===== src/rtl/tl_phase_controller_if.sv =====
// Signal bundle between the intersection phase controller and its countdown
// counter and lamp drivers.
interface tl_phase_controller_if #(
    parameter int pINIT_WIDTH = 3
);
    logic                   last;
    logic                   flash_mode;
    logic [pINIT_WIDTH-1:0] init;
    logic                   en;
    logic [2:0]             light_ns;
    logic [2:0]             light_ew;
    logic [2:0]             phase;

    modport master (
        input  last,
        input  flash_mode,
        output init,
        output en,
        output light_ns,
        output light_ew,
        output phase
    );

    modport slave (
        output last,
        output flash_mode,
        input  init,
        input  en,
        input  light_ns,
        input  light_ew,
        input  phase
    );
endinterface


===== src/rtl/tl_phase_controller.sv =====
// Four-phase two-road traffic light sequencer with tick prescaler, counter
// load strobes and a synchronised blinking-yellow override.
module tl_phase_controller #(
    parameter int pTICK_DIV   = 50_000_000,
    parameter int pTICK_WIDTH = 26,
    parameter int pINIT_WIDTH = 3
) (
    input  logic                  clk,
    input  logic                  rst_n,
    tl_phase_controller_if.master bus
);

    typedef enum logic [2:0] {
        NS_GRN = 3'd0,
        NS_YEL = 3'd1,
        EW_GRN = 3'd2,
        EW_YEL = 3'd3,
        FLASH  = 3'd4
    } state_t;

    localparam logic [pINIT_WIDTH-1:0] INIT_NONE = {pINIT_WIDTH{1'b0}};
    localparam logic [pINIT_WIDTH-1:0] LOAD_GRN  = pINIT_WIDTH'(32'd1);
    localparam logic [pINIT_WIDTH-1:0] LOAD_YEL  = pINIT_WIDTH'(32'd2);
    localparam logic [pTICK_WIDTH-1:0] TICK_MAX  = pTICK_WIDTH'(pTICK_DIV - 32'sd1);

    localparam logic [2:0] LAMP_OFF = 3'b000;
    localparam logic [2:0] LAMP_GRN = 3'b001;
    localparam logic [2:0] LAMP_YEL = 3'b010;
    localparam logic [2:0] LAMP_RED = 3'b100;

    state_t                 state_r;
    state_t                 state_s;
    logic [pINIT_WIDTH-1:0] init_r;
    logic [pINIT_WIDTH-1:0] init_s;
    logic [pTICK_WIDTH-1:0] tick_cnt_r;
    logic                   tick_wrap_s;
    logic                   blink_r;
    logic                   blink_s;
    logic [1:0]             flash_sync_r;
    logic                   flash_s;
    logic [2:0]             light_ns_r;
    logic [2:0]             light_ew_r;
    logic [2:0]             light_ns_s;
    logic [2:0]             light_ew_s;

    assign flash_s     = flash_sync_r[1];
    assign tick_wrap_s = (tick_cnt_r == TICK_MAX);

    // A tick is suppressed during a load cycle so the counter never sees load and decrement together.
    assign bus.en       = tick_wrap_s && (init_r == INIT_NONE) && (state_r != FLASH);
    assign bus.init     = init_r;
    assign bus.phase    = state_r;
    assign bus.light_ns = light_ns_r;
    assign bus.light_ew = light_ew_r;

    // Two-flop synchroniser for the asynchronous flash request.
    always_ff @(posedge clk or negedge rst_n) begin
        if (!rst_n) begin
            flash_sync_r <= 2'b00;
        end else begin
            flash_sync_r <= {flash_sync_r[0], bus.flash_mode};
        end
    end

    // Prescaler: restarts on every counter load so each phase gets whole ticks.
    always_ff @(posedge clk or negedge rst_n) begin
        if (!rst_n) begin
            tick_cnt_r <= {pTICK_WIDTH{1'b0}};
        end else if (init_r != INIT_NONE) begin
            tick_cnt_r <= {pTICK_WIDTH{1'b0}};
        end else if (tick_wrap_s) begin
            tick_cnt_r <= {pTICK_WIDTH{1'b0}};
        end else begin
            tick_cnt_r <= tick_cnt_r + pTICK_WIDTH'(32'd1);
        end
    end

    // Next-state logic; the flash override wins over any pending advance or load.
    always_comb begin
        state_s = state_r;
        init_s  = INIT_NONE;
        blink_s = 1'b0;
        if (flash_s) begin
            state_s = FLASH;
            if (state_r == FLASH) begin
                blink_s = blink_r ^ tick_wrap_s;
            end else begin
                blink_s = 1'b1;
            end
        end else if (state_r == FLASH) begin
            state_s = NS_YEL;
            init_s  = LOAD_YEL;
        end else if (bus.last && (init_r == INIT_NONE)) begin
            case (state_r)
                NS_GRN: begin
                    state_s = NS_YEL;
                    init_s  = LOAD_YEL;
                end
                NS_YEL: begin
                    state_s = EW_GRN;
                    init_s  = LOAD_GRN;
                end
                EW_GRN: begin
                    state_s = EW_YEL;
                    init_s  = LOAD_YEL;
                end
                EW_YEL: begin
                    state_s = NS_GRN;
                    init_s  = LOAD_GRN;
                end
                default: begin
                    state_s = NS_YEL;
                    init_s  = LOAD_YEL;
                end
            endcase
        end else begin
            state_s = state_r;
        end
    end

    // Lamp decode from the next state so lamps and phase change on the same edge.
    always_comb begin
        light_ns_s = LAMP_RED;
        light_ew_s = LAMP_RED;
        case (state_s)
            NS_GRN: begin
                light_ns_s = LAMP_GRN;
                light_ew_s = LAMP_RED;
            end
            NS_YEL: begin
                light_ns_s = LAMP_YEL;
                light_ew_s = LAMP_RED;
            end
            EW_GRN: begin
                light_ns_s = LAMP_RED;
                light_ew_s = LAMP_GRN;
            end
            EW_YEL: begin
                light_ns_s = LAMP_RED;
                light_ew_s = LAMP_YEL;
            end
            FLASH: begin
                if (blink_s) begin
                    light_ns_s = LAMP_YEL;
                    light_ew_s = LAMP_YEL;
                end else begin
                    light_ns_s = LAMP_OFF;
                    light_ew_s = LAMP_OFF;
                end
            end
            default: begin
                light_ns_s = LAMP_RED;
                light_ew_s = LAMP_RED;
            end
        endcase
    end

    // Phase FSM with its registered strobe and lamp outputs; reset relies on the counter's yellow reset value.
    always_ff @(posedge clk or negedge rst_n) begin
        if (!rst_n) begin
            state_r    <= NS_YEL;
            init_r     <= INIT_NONE;
            blink_r    <= 1'b0;
            light_ns_r <= LAMP_YEL;
            light_ew_r <= LAMP_RED;
        end else begin
            state_r    <= state_s;
            init_r     <= init_s;
            blink_r    <= blink_s;
            light_ns_r <= light_ns_s;
            light_ew_r <= light_ew_s;
        end
    end

endmodule


===== src/flat_wrapper.sv =====
// flat-port wrapper written by rule: the top's interface ports become plain ports
module tl_phase_controller_flat 
#(
    parameter int pTICK_DIV   = 50_000_000,
    parameter int pTICK_WIDTH = 26,
    parameter int pINIT_WIDTH = 3
)
  (clk, rst_n, bus_last, bus_flash_mode, bus_init, bus_en, bus_light_ns, bus_light_ew, bus_phase);
  tl_phase_controller_if #(.pINIT_WIDTH(pINIT_WIDTH)) bus_i ();
  input  logic clk;
  input  logic rst_n;
  input wire logic [$bits(bus_i.last)-1:0] bus_last;
  input wire logic [$bits(bus_i.flash_mode)-1:0] bus_flash_mode;
  output wire logic [$bits(bus_i.init)-1:0] bus_init;
  output wire logic [$bits(bus_i.en)-1:0] bus_en;
  output wire logic [$bits(bus_i.light_ns)-1:0] bus_light_ns;
  output wire logic [$bits(bus_i.light_ew)-1:0] bus_light_ew;
  output wire logic [$bits(bus_i.phase)-1:0] bus_phase;
  assign bus_i.last = bus_last;
  assign bus_i.flash_mode = bus_flash_mode;
  assign bus_init = bus_i.init;
  assign bus_en = bus_i.en;
  assign bus_light_ns = bus_i.light_ns;
  assign bus_light_ew = bus_i.light_ew;
  assign bus_phase = bus_i.phase;
  tl_phase_controller #(.pTICK_DIV(pTICK_DIV), .pTICK_WIDTH(pTICK_WIDTH), .pINIT_WIDTH(pINIT_WIDTH)) u_core (.clk(clk), .rst_n(rst_n), .bus(bus_i));
endmodule

===== config.mk =====
export PLATFORM = sky130hd
export DESIGN_NAME = tl_phase_controller_flat
export DESIGN_NICKNAME = d
export VERILOG_FILES = /design/src/rtl/tl_phase_controller_if.sv /design/src/rtl/tl_phase_controller.sv /design/src/flat_wrapper.sv
export SDC_FILE = /design/constraint.sdc
export NUM_CORES = 1
export LEC_CHECK = 0
export ABC_AREA = 1
export BUFFER_PORTS_ARGS = -buffer_cell sky130_fd_sc_hd__buf_2
export CORE_ASPECT_RATIO = 0.75
export CORE_UTILIZATION = 35
export DETAILED_ROUTE_END_ITERATION = 16
export HOLD_SLACK_MARGIN = 0.06
export SYNTH_ARGS = -nofsm -noshare
export SYNTH_HDL_FRONTEND = slang
export SYNTH_SLANG_ARGS = --single-unit

===== constraint.sdc =====
create_clock -name clk -period 1.75 [get_ports clk]
set_input_delay 0 -clock clk [delete_from_list [all_inputs] [get_ports clk]]
set_output_delay 0 -clock clk [all_outputs]
set_load 0.03 [all_outputs]

# ---- After elaboration in Yosys (flattened, before gate mapping)
# Index checks and enable logic that the tools add are counted.
# W data, S select, Z words.
dict set report totals {
  output_inout_bits 13
  wordCells 41
  inputBits 4
  ff_bits 41
}
dict set report classes {
  n_mux 15
  eq_ne 10
  add_sub_neg 1
  reduce_logical 7
  bitwise_logic 1
}
# cell count
set op_table {}
lappend op_table {{$mux W26} 2}
lappend op_table {{$add A26 B1 Y26 const B} 1}
lappend op_table {{$eq A26 B26 Y1 const B} 1}
lappend op_table {{$mux W3} 6}
lappend op_table {{$pmux W3 S3} 2}
lappend op_table {{$eq A3 B2 Y1 const B} 4}
lappend op_table {{$eq A3 B1 Y1 const B} 2}
lappend op_table {{$eq A3 B3 Y1 const B} 2}
lappend op_table {{$logic_not A3 Y1} 2}
lappend op_table {{$pmux W2 S3} 1}
lappend op_table {{$mux W2} 2}
lappend op_table {{$logic_and A1 B1 Y1} 3}
lappend op_table {{$ne A3 B3 Y1 const B} 1}
lappend op_table {{$reduce_bool A3 Y1} 1}
lappend op_table {{$mux W1} 2}
lappend op_table {{$reduce_or A2 Y1} 1}
lappend op_table {{$xor A1 B1 Y1} 1}

# ---- Longest topological paths before layout
dict set report depth {
  word_depth 7
  mapped_depth 10
  ltp_nobuf 10
}

# ---- Least setup slack after synthesis
# No wires, ideal clock.
dict set report synth_timing {
  path_type {reg-to-output}
  startpoint {reg u_core.tick_cnt_r[0]}
  endpoint {out bus_en}
  t_arrival_ps 1560
  path_stages_with_launch 6
  path_buffers 0
  t_required_ps 1750
  slack_ps 190
  path_cell_list {dfrtp_1 -> ha_1 -> nand2_1 -> nor2_2 -> inv_1 -> nor4_2}
}
dict set report synth_between {
  elab_chain_len 3
}
# item line_no
set synth_rtl {}
lappend synth_rtl {{start: declaration} tl_phase_controller.sv:35} ;# logic [pTICK_WIDTH-1:0] tick_cnt_r;
lappend synth_rtl {{start signal: assignment} tl_phase_controller.sv:68} ;# tick_cnt_r <= {pTICK_WIDTH{1'b0}};
lappend synth_rtl {{start signal: assignment} tl_phase_controller.sv:70} ;# tick_cnt_r <= {pTICK_WIDTH{1'b0}};
lappend synth_rtl {{start signal: assignment} tl_phase_controller.sv:72} ;# tick_cnt_r <= {pTICK_WIDTH{1'b0}};
lappend synth_rtl {{$eq A26 B26 Y1} tl_phase_controller.sv:47} ;# assign tick_wrap_s = (tick_cnt_r == TICK_MAX);
lappend synth_rtl {{$logic_and A1 B1 Y1 (2 in series)} tl_phase_controller.sv:50} ;# assign bus.en = tick_wrap_s && (init_r == INIT_NONE) && (state_r != FLASH);
lappend synth_rtl {{end: declaration} flat_wrapper.sv:15} ;# output wire logic [$bits(bus_i.en)-1:0] bus_en;
# Every way passes these cells.

# ---- Worst setup path in the final report
dict set report layout_timing {
  startpoint {reg u_core.tick_cnt_r[15]}
  endpoint {out bus_en}
}
# The elaborated chain is that of the path after synthesis.

==> flow_metrics.env <==
export IMPL_post_route_period_util_pct=95.1
export IMPL_grt_pass1_wl_um=8770
export IMPL_syn_avg_cell_area_um2=7.51
export IMPL_die_y_um=70.9
export IMPL_dieArea_um2=6650
export IMPL_initialDrtViolationCount=181
export IMPL_dp_cells=391
export IMPL_grt_overflow_total=0
export IMPL_yosys_warnings=0
export IMPL_dr_pass1_iters=5
export IMPL_hpwl_um=3930
export IMPL_finalClockSkew_ns=0.0125
export IMPL_synth_area_um2=2210
export IMPL_numCtsBuffers=5
export IMPL_core_rowCount=24
export IMPL_mostFrequentLayoutCell="nand2_1"
export IMPL_crit_required_ns=1.75
export IMPL_crit_fanout=5
export IMPL_ys_seq_area_share_pct=45.4
export IMPL_status="finished, final reports clean"
export IMPL_holdCritPathClass="in2async"
export IMPL_worstSetupEndpointType="output port"
export IMPL_fillCellCount=592
export IMPL_max_vdd_ir_drop_mv=0.543
export IMPL_netlist_instances=295
export IMPL_ant_nets=0
export IMPL_avgRoutedWirePerCell_um=13.1
export IMPL_syn_to_final_growth_pct=20.5
export IMPL_diodes=0
export IMPL_io_buffer_count=15
export IMPL_grt_max_degree=41
export IMPL_postSynthNetCount=300
export IMPL_routed_wl_um=5380
export IMPL_multi_input_area_um2=1130
export IMPL_setup_viol=0
export IMPL_grt_pass1_vias=1773
export IMPL_clkSinkCount=40
export IMPL_die_x_um=93.9
export IMPL_cp_start_kind="register"
export IMPL_finalPower_mw=2.56
export IMPL_clk_pin_slew_ns=0.08
export IMPL_cts_max_level=2
export IMPL_slew_headroom_pct=66.6
export IMPL_antenna_found_initial=0
export IMPL_p_per_area_nw_per_um2=959
export IMPL_rsz0062_at_grt="true"
export IMPL_maxCapViolCount=0
export IMPL_track_usage_pct=17.5
export IMPL_ys_ff_latch=40
export IMPL_max_freq_ghz=0.601
export IMPL_fin_cells=409
export IMPL_drc=0
export IMPL_io_pins=17
export IMPL_worstMarginPinSlew_ns=0.501
export IMPL_start_util_pct=37.2
export IMPL_cts_root_buf="clkbuf_8"
export IMPL_synth_enable_flop_cells=0
export IMPL_clkLatencyLatePin_ns=0.30
export IMPL_fin_crit_ns=1.66
export IMPL_async_flop_share_pct=100
export IMPL_worstSetupPathType="reg2out"
export IMPL_dr_total_vias=1986
export IMPL_seqCellArea_um2=1000
export IMPL_place_congestion=0.956
export IMPL_drive_gt1_share_pct=21.5
export IMPL_final_nets=335
export IMPL_synth_cell_type_count=31
export IMPL_ys_flop_type="dfrtp_1"
export IMPL_viasPerCell=4.86
export IMPL_maxSlewViolCount=0
export IMPL_cts_tree="yes"
export IMPL_power_leakage_nw=1.19
export IMPL_hold_viol=0
export IMPL_worst_endpoint_arrival_ns=1.66
export IMPL_final_cell_mix="nand2_1, nor2_1, dfrtp_1"
export IMPL_cts_max_path_buffers=2
export IMPL_core_area_um2=5950
flip-flops by register name, summed over array words and instances (netlist names):
register / flops
u_core.bus.light_ew: 3
u_core.bus.light_ns: 3
u_core.tick_cnt_r: 26
u_core.bus.phase: 3
u_core.flash_sync_r: 2
u_core.blink_r: 1
u_core.bus.init: 2
worst max-delay path, cell delays in order, from the launching register on:
cell and delay [ns]:
dfrtp_1 0.45, nand2_1 0.14, nor2_4 0.19, buf_4 0.14, nand2_1 0.09, nor4_4 0.16
buf_4 0.20
final timing paths:
| check | start | end | slack [ns] | cells past startpoint |
|---|---|---|---|---|
| setup / recovery | u_core.tick_cnt_r[15] | bus_en | 0.09 | 6 |
| hold reg to reg | u_core.flash_sync_r[0] | u_core.flash_sync_r[1] | 0.35 | 0 |
| hold / removal | rst_n | u_core.tick_cnt_r[11] | 0.28 | 3 |
| max in group asynchronous | rst_n | u_core.bus.phase[0] | 1.10 | 3 |
| setup reg to reg | u_core.tick_cnt_r[0] | u_core.blink_r | 0.15 | 10 |
| min in group clk | u_core.flash_sync_r[0] | u_core.flash_sync_r[1] | 0.35 | 0 |
kinds of logic (layout without fill, tap and decap cells):
kind of cell             count (synthesis)  in the layout  share of synthesized area, %
AND/OR/NAND/NOR                        198            198                          41.9
flip-flops                              40             40                          45.4
buffers and inverters                   37             73                          6.44
AO/OA/AOI/OAI                           12             12                          3.16
XOR/XNOR                                 6              6                          2.37
adder cells (fa/ha/maj)                  1              1                         0.565
other                                    1              1                         0.169
report_power, final:
| part | switching [mW] | internal, mW |
|---|---|---|
| logic | 0.444 | 0.223 |
| registers | 0.0840 | 1.05 |
| clock network | 0.338 | 0.422 |
routing by layer:
layer / global-route usage, % / vias to the layer above / part of all wire, %
li1: - / 997 / -
met1: 27.2 / 909 / 52
met2: 23.7 / 75 / 41
met3: 3.98 / 5 / 6.7
met4: 5.64 / 0 / 0.97
met5: 0 / - / 0
through the flow:
step	TNS (ns)	utilization (%)	cell area, µm²	hold WS (ns)	setup slack [ns]
final	0	44.9	2670	0.282	0.0850
after global routing	-0.0322	44.9	2670	0.353	-0.0322
after CTS	0	43.7	2600	0.304	0.00370
after detailed placement	0	40.6	2410	0.0932	0.0619
after global placement	0	40.6	2410	0.0961	0.150
after floorplan	0	-	2210	-0.296	0.190
synthesized netlist by cell type (all sizes together) (3+ instances only):
library cell / number / area [µm²]
a21oi: 4 / 20.0
dfrtp: 37 / 926
dfstp: 3 / 78.8
inv: 35 / 131
nand2: 77 / 309
nand3: 25 / 148
nand4: 7 / 43.8
nor2: 73 / 314
nor3: 9 / 61.3
nor4: 3 / 25.0
o21ai: 5 / 25.0
xor2: 5 / 43.8
final cells by class:
type,instances,share of cell area [%]
sequential,40,37.6
clock inverter,3,1.59
tap,78,3.66
timing repair buffer,30,7.41
multi-input combinational,218,42.2
inverter,35,4.92
clock buffer,5,2.58
timing repair:
| item | 4_1_cts | 5_1_grt |
|---|---|---|
| hold buffers | 3 | 0 |
| setup buffers | 4 | 3 |
| pin swaps | 3 | 3 |
| gates resized for setup | 3 | 11 |
| hold endpoints to repair | 40 | 0 |
| cloned | 0 | 0 |
| setup endpoints to repair | 1 | 7 |
No activity file was read; power rests on OpenSTA's default activity.
